**src/rtl/fetch_unit_pkg.sv**
```systemverilog
// Shared IF-stage types: fetch FSM states, bubble encoding, IF/ID bundle.
package fetch_unit_pkg;

    localparam int          XLEN      = 32;
    localparam logic [31:0] NOP_INSTR = 32'h0000_0013;

    typedef enum logic [1:0] {
        S_REQ,
        S_WAIT,
        S_HOLD
    } fetch_state_t;

    typedef struct packed {
        logic            valid;
        logic [XLEN-1:0] pc;
        logic [XLEN-1:0] instr;
    } if_id_t;

endpackage

```
**src/rtl/fetch_unit_skid_buffer.sv**
```systemverilog
// One-entry {pc, instr} park register for responses arriving under Stall.
module fetch_skid_buffer
    import fetch_unit_pkg::*;
#(
    parameter int W = 32
) (
    input  logic         clk,
    input  logic         rst,
    input  logic         load,
    input  logic         clear,
    input  logic [W-1:0] load_pc,
    input  logic [W-1:0] load_instr,
    output logic         full,
    output logic [W-1:0] pc,
    output logic [W-1:0] instr
);

    always_ff @(posedge clk) begin
        if (rst) begin
            full  <= 1'b0;
            pc    <= '0;
            instr <= '0;
        end else if (clear) begin
            full <= 1'b0;
        end else if (load) begin
            full  <= 1'b1;
            pc    <= load_pc;
            instr <= load_instr;
        end
    end

endmodule

```
**src/rtl/fetch_unit.sv**
```systemverilog
// IF stage: owns the PC, one outstanding imem request, and the IF/ID register.
module fetch_unit
    import fetch_unit_pkg::*;
#(
    parameter int               XLEN      = 32,
    parameter logic [XLEN-1:0]  RESET_PC  = 32'h0000_0000,
    parameter logic [XLEN-1:0]  NOP_INSTR = fetch_unit_pkg::NOP_INSTR
) (
    input  logic            clk,
    input  logic            rst,
    input  logic            Stall,
    input  logic            Flush,
    input  logic [XLEN-1:0] redirect_pc,
    output logic            imem_req,
    output logic [XLEN-1:0] imem_addr,
    input  logic            imem_gnt,
    input  logic            imem_rvalid,
    input  logic [XLEN-1:0] imem_rdata,
    output logic            id_valid,
    output logic [XLEN-1:0] id_pc,
    output logic [XLEN-1:0] id_instr
);

    fetch_state_t    state_q, state_d;
    logic [XLEN-1:0] pc_q, pc_d;
    logic [XLEN-1:0] fetch_pc_q;
    logic            discard_q, discard_d;
    logic            latch_fetch;
    if_id_t          if_id_q, if_id_d;

    logic            deliver;
    logic [XLEN-1:0] dlv_pc, dlv_instr;

    logic            skid_load, skid_clear, skid_full;
    logic [XLEN-1:0] skid_pc, skid_instr;

    logic            unused_redirect_lsb;

    assign unused_redirect_lsb = ^redirect_pc[1:0];

    assign imem_req  = !rst && (state_q == S_REQ);
    assign imem_addr = pc_q;

    fetch_skid_buffer #(.W(XLEN)) u_skid (
        .clk        (clk),
        .rst        (rst),
        .load       (skid_load),
        .clear      (skid_clear),
        .load_pc    (fetch_pc_q),
        .load_instr (imem_rdata),
        .full       (skid_full),
        .pc         (skid_pc),
        .instr      (skid_instr)
    );

    always_comb begin
        state_d     = state_q;
        pc_d        = pc_q;
        discard_d   = discard_q;
        latch_fetch = 1'b0;
        skid_load   = 1'b0;
        skid_clear  = Flush;
        deliver     = 1'b0;
        dlv_pc      = fetch_pc_q;
        dlv_instr   = imem_rdata;

        unique case (state_q)
            S_REQ: begin
                if (imem_req && imem_gnt) begin
                    state_d     = S_WAIT;
                    latch_fetch = 1'b1;
                    discard_d   = Flush;
                end
            end
            S_WAIT: begin
                if (imem_rvalid) begin
                    state_d   = S_REQ;
                    discard_d = 1'b0;
                    // A killed fetch leaves pc on the redirect target.
                    if (!discard_q && !Flush) begin
                        pc_d = fetch_pc_q + XLEN'(4);
                        if (Stall) begin
                            skid_load = 1'b1;
                            state_d   = S_HOLD;
                        end else begin
                            deliver = 1'b1;
                        end
                    end
                end else if (Flush) begin
                    discard_d = 1'b1;
                end
            end
            S_HOLD: begin
                if (Flush) begin
                    state_d = S_REQ;
                end else if (!Stall) begin
                    state_d    = S_REQ;
                    skid_clear = 1'b1;
                    deliver    = skid_full;
                    dlv_pc     = skid_pc;
                    dlv_instr  = skid_instr;
                end
            end
            default: state_d = S_REQ;
        endcase

        if (Flush) begin
            pc_d = {redirect_pc[XLEN-1:2], 2'b00};
        end

        if_id_d = if_id_q;
        if (Flush || (!Stall && !deliver)) begin
            if_id_d.valid = 1'b0;
            if_id_d.instr = NOP_INSTR;
        end else if (!Stall) begin
            if_id_d.valid = 1'b1;
            if_id_d.pc    = dlv_pc;
            if_id_d.instr = dlv_instr;
        end
    end

    always_ff @(posedge clk) begin
        if (rst) begin
            state_q    <= S_REQ;
            pc_q       <= RESET_PC;
            fetch_pc_q <= '0;
            discard_q  <= 1'b0;
            if_id_q    <= '{valid: 1'b0, pc: '0, instr: NOP_INSTR};
        end else begin
            state_q   <= state_d;
            pc_q      <= pc_d;
            discard_q <= discard_d;
            if_id_q   <= if_id_d;
            if (latch_fetch) begin
                fetch_pc_q <= pc_q;
            end
        end
    end

    assign id_valid = if_id_q.valid;
    assign id_pc    = if_id_q.pc;
    assign id_instr = if_id_q.instr;

endmodule
```
**config.mk**
```make
export PLATFORM = sky130hd
export DESIGN_NAME = fetch_unit
export DESIGN_NICKNAME = d
export VERILOG_FILES = /design/src/rtl/fetch_unit_pkg.sv /design/src/rtl/fetch_unit_skid_buffer.sv /design/src/rtl/fetch_unit.sv
export SDC_FILE = /design/constraint.sdc
export NUM_CORES = 1
export LEC_CHECK = 0
export BUFFER_PORTS_ARGS = -buffer_cell sky130_fd_sc_hd__buf_4
export CORE_ASPECT_RATIO = 0.8
export CORE_MARGIN = 4
export CORE_UTILIZATION = 50
export DETAILED_ROUTE_END_ITERATION = 6
export PLACE_DENSITY_LB_ADDON = 0.08
export SETUP_SLACK_MARGIN = 0.15
export SYNTH_ARGS = -nofsm -noshare
export SYNTH_HDL_FRONTEND = slang
export SYNTH_SLANG_ARGS = --single-unit
```
**constraint.sdc**
```tcl
create_clock -name clk -period 1.9 [get_ports clk]
set_input_delay 0.475 -clock clk [delete_from_list [all_inputs] [get_ports clk]]
set_output_delay 0.475 -clock clk [all_outputs]
set_load 0.05 [all_outputs]
```
==> run metrics <==
Routed Wire Length=roughly 25,000 µm; CTS Buffer Depth=2; crit path max fanout=3; core footprint=16,500 µm²; # IOs=168; PD cells=between 800 and 900 nW/µm²; RSZ-0062 raised after global routing=true; Post-synth EDFFs=0; Detail Route Antenna Nets=0; Slew @ Worst Pin=~0.74 ns; DRT iter0 DRCs=around 500; DIE AREA=between 15,000 and 20,000 µm²; Largest delay share family, worst path=flip-flops; Post-DP HPWL=~15,000 µm; # DRC=0; critical path buffer and inverter count=2; syn nets=1,091; Crit-path slowest cell=dfxtp_4; Clk pin slew, worst setup/hold paths=around 0.07 ns; # clock sinks=around 200; CP endpoint kind=output port; share of cells above drive strength 1=0.336; Slew headroom=0.508; Area contributors post-synth=dfxtp_1 (47%), nand2_1 (8.7%), mux2i_1 (7.4%); Clock Skew=0.0144 ns; routability cong.=0.823; Remaining Overflow, GRT=0; row count=42; outcome=complete, no violations; total track usage=0.240; Area Growth Syn to Fin=42.5%; Max Slew Vio Count=0; Initial Utilization=0.509; final-stage net count=about 1,300; Worst VDD drop=712 µV; number of diodes=0; asr flop ratio synth=0; Final Hold Fails=0; Arr. time, crit path=between 1 and 1.5 ns; count leader, synth=dfxtp_1; WHS=about 0.29 ns; pin count of the biggest net entering global routing=between 60 and 70; most common library cells after synthesis=dfxtp_1 (197), nand2_1 (194), nor2_1 (121); CTS Buf Count=17; Worst Path Class, Setup=flip-flop to output port; pre-CTS WS=between 0.01 and 0.015 ns; leading area contributor after synthesis=dfxtp_1; initial antenna violation count=0; # port buffers=165; CP cell instances=inv_4 -> ha_4 -> nor2b_4 -> buf_8; Critical Path Source Type=flip-flop; synth warn=0; vias in the first global route=slightly below 7,000; Final min period=roughly 1.9 ns; setup ws final=about 0.044 ns; setup violators final=0; Hold-fix buffers, CTS=0; Max Cap Violations=0; Die X=~150 µm; Netlist Area Pre-Place=approximately 8400 µm²; H-tree depth=4; Synth Register Bits=197; via count=around 7,900; Synth top area share=0.470; cells after synthesis=~1,000; slowest stage delay, CP=0.37 ns; first-pass iteration count of the detailed router=5; Leak=~0.0044 µW; placed cells=1,399; Seq/Total Area, Yosys=0.470; top_reg_cell synth=dfxtp_1; Fmax=approximately 540 MHz; CTS tree=done; Avg Synthesized Cell Area=between 8 and 9 µm²; root buffer cell=clkbuf_16; Final Util=0.725; WL per Instance=~17 µm; final period utilization=0.977; Avg Vias per Cell=about 5.4; required time worst endpoint=1.42 ns; Die Span Y=roughly 120 µm; distinct cell type count after synthesis=53; first-pass GRT wire length=roughly 36,000 µm; worst skew pair latency=about 0.44 ns; total power=between 9000 and 10,000 µW; type of the tightest min-delay check=primary input to flip-flop; final cell count without fillers=1,464
flip-flops by register name, indices dropped and copies added, names as in the netlist, 2 cells and up:
signal        flops
id_pc            32
u_skid.instr     32
imem_addr        32
state_q           2
u_skid.pc        32
fetch_pc_q       32
id_instr         32
per-stage QoR:
step                instance area, µm²  TNS [ns]
finish                           12000         0
floorplan                         8530         0
detailed placement               10400         0
global placement                 10400         0
global route                     12000   -0.0953
CTS                              11300         0
worst paths after layout:
| kind | to | start | slack [ns] | cells past startpoint |
|---|---|---|---|---|
| setup / recovery | imem_req | state_q[1] | 0.04 | 4 |
| hold / removal | u_skid.instr[6] | imem_rdata[6] | 0.29 | 3 |
| setup reg to reg | id_instr[10] | state_q[0] | 0.05 | 8 |
| hold reg to reg | u_skid.instr[9] | u_skid.instr[9] | 0.45 | 2 |
where the power goes:
part / switching [µW] / internal (µW) / leakage (µW)
clock: 1700 / 1880 / 0.000283
combinational: 970 / 701 / 0.00253
sequential: 125 / 4270 / 0.00161
total: 2790 / 6850 / 0.00442
layer usage:
metal  vias up  track usage  share of wire
met4         0       0.0612         0.0091
met2       244        0.375           0.45
met1      3684        0.341           0.47
li1       3908            -              -
met5         -            0              0
met3        24       0.0521          0.067
kinds of logic after synthesis:
logic type	count (synthesis)	synth area share
AND/OR/NAND/NOR	402	0.212
AO/OA/AOI/OAI	231	0.164
flip-flops	197	0.470
buffers and inverters	90	0.0420
multiplexers	65	0.0779
XOR/XNOR	26	0.0271
adder cells (fa/ha/maj)	5	0.00745
cells in the final DEF, fill, tap and decap left out, types with 7 or more instances in the layout:
cell,n
a211oi_1,29
a21oi_1,91
a21oi_2,17
a22oi_1,16
buf_12,15
buf_4,233
buf_6,15
clkbuf_16,22
dfxtp_1,179
dfxtp_2,12
inv_1,7
mux2i_1,53
nand2_1,193
nand2b_1,32
nand4_1,7
nor2_1,96
nor2_4,19
o21ai_0,33
o22ai_1,18
xnor2_1,19
xor2_1,7
what timing repair did:
item | CTS | global route
setup endpoints to repair | 53 | 82
pin swaps | 5 | 28
gates resized for setup | 23 | 127
cloned | 4 | 5
setup buffers | 12 | 12
tightest hold or removal path, delay by kind of cell:
family | cells | cell delay, ns
buffers and inverters | 1 | 0.11
AND/OR/NAND/NOR | 1 | 0.05
AO/OA/AOI/OAI | 1 | 0.05
cell type report:
cell class | instances | area [µm²]
Clock buffer | 18 | 439
Sequential cell | 197 | 3980
Inverter | 10 | 45.0
Multi-Input combinational cell | 729 | 4600
Clock inverter | 14 | 141
Timing Repair Buffer | 276 | 2490
Fill cell | 1268 | 4530
Tap cell | 220 | 275
No activity file was read; power rests on OpenSTA's default activity.
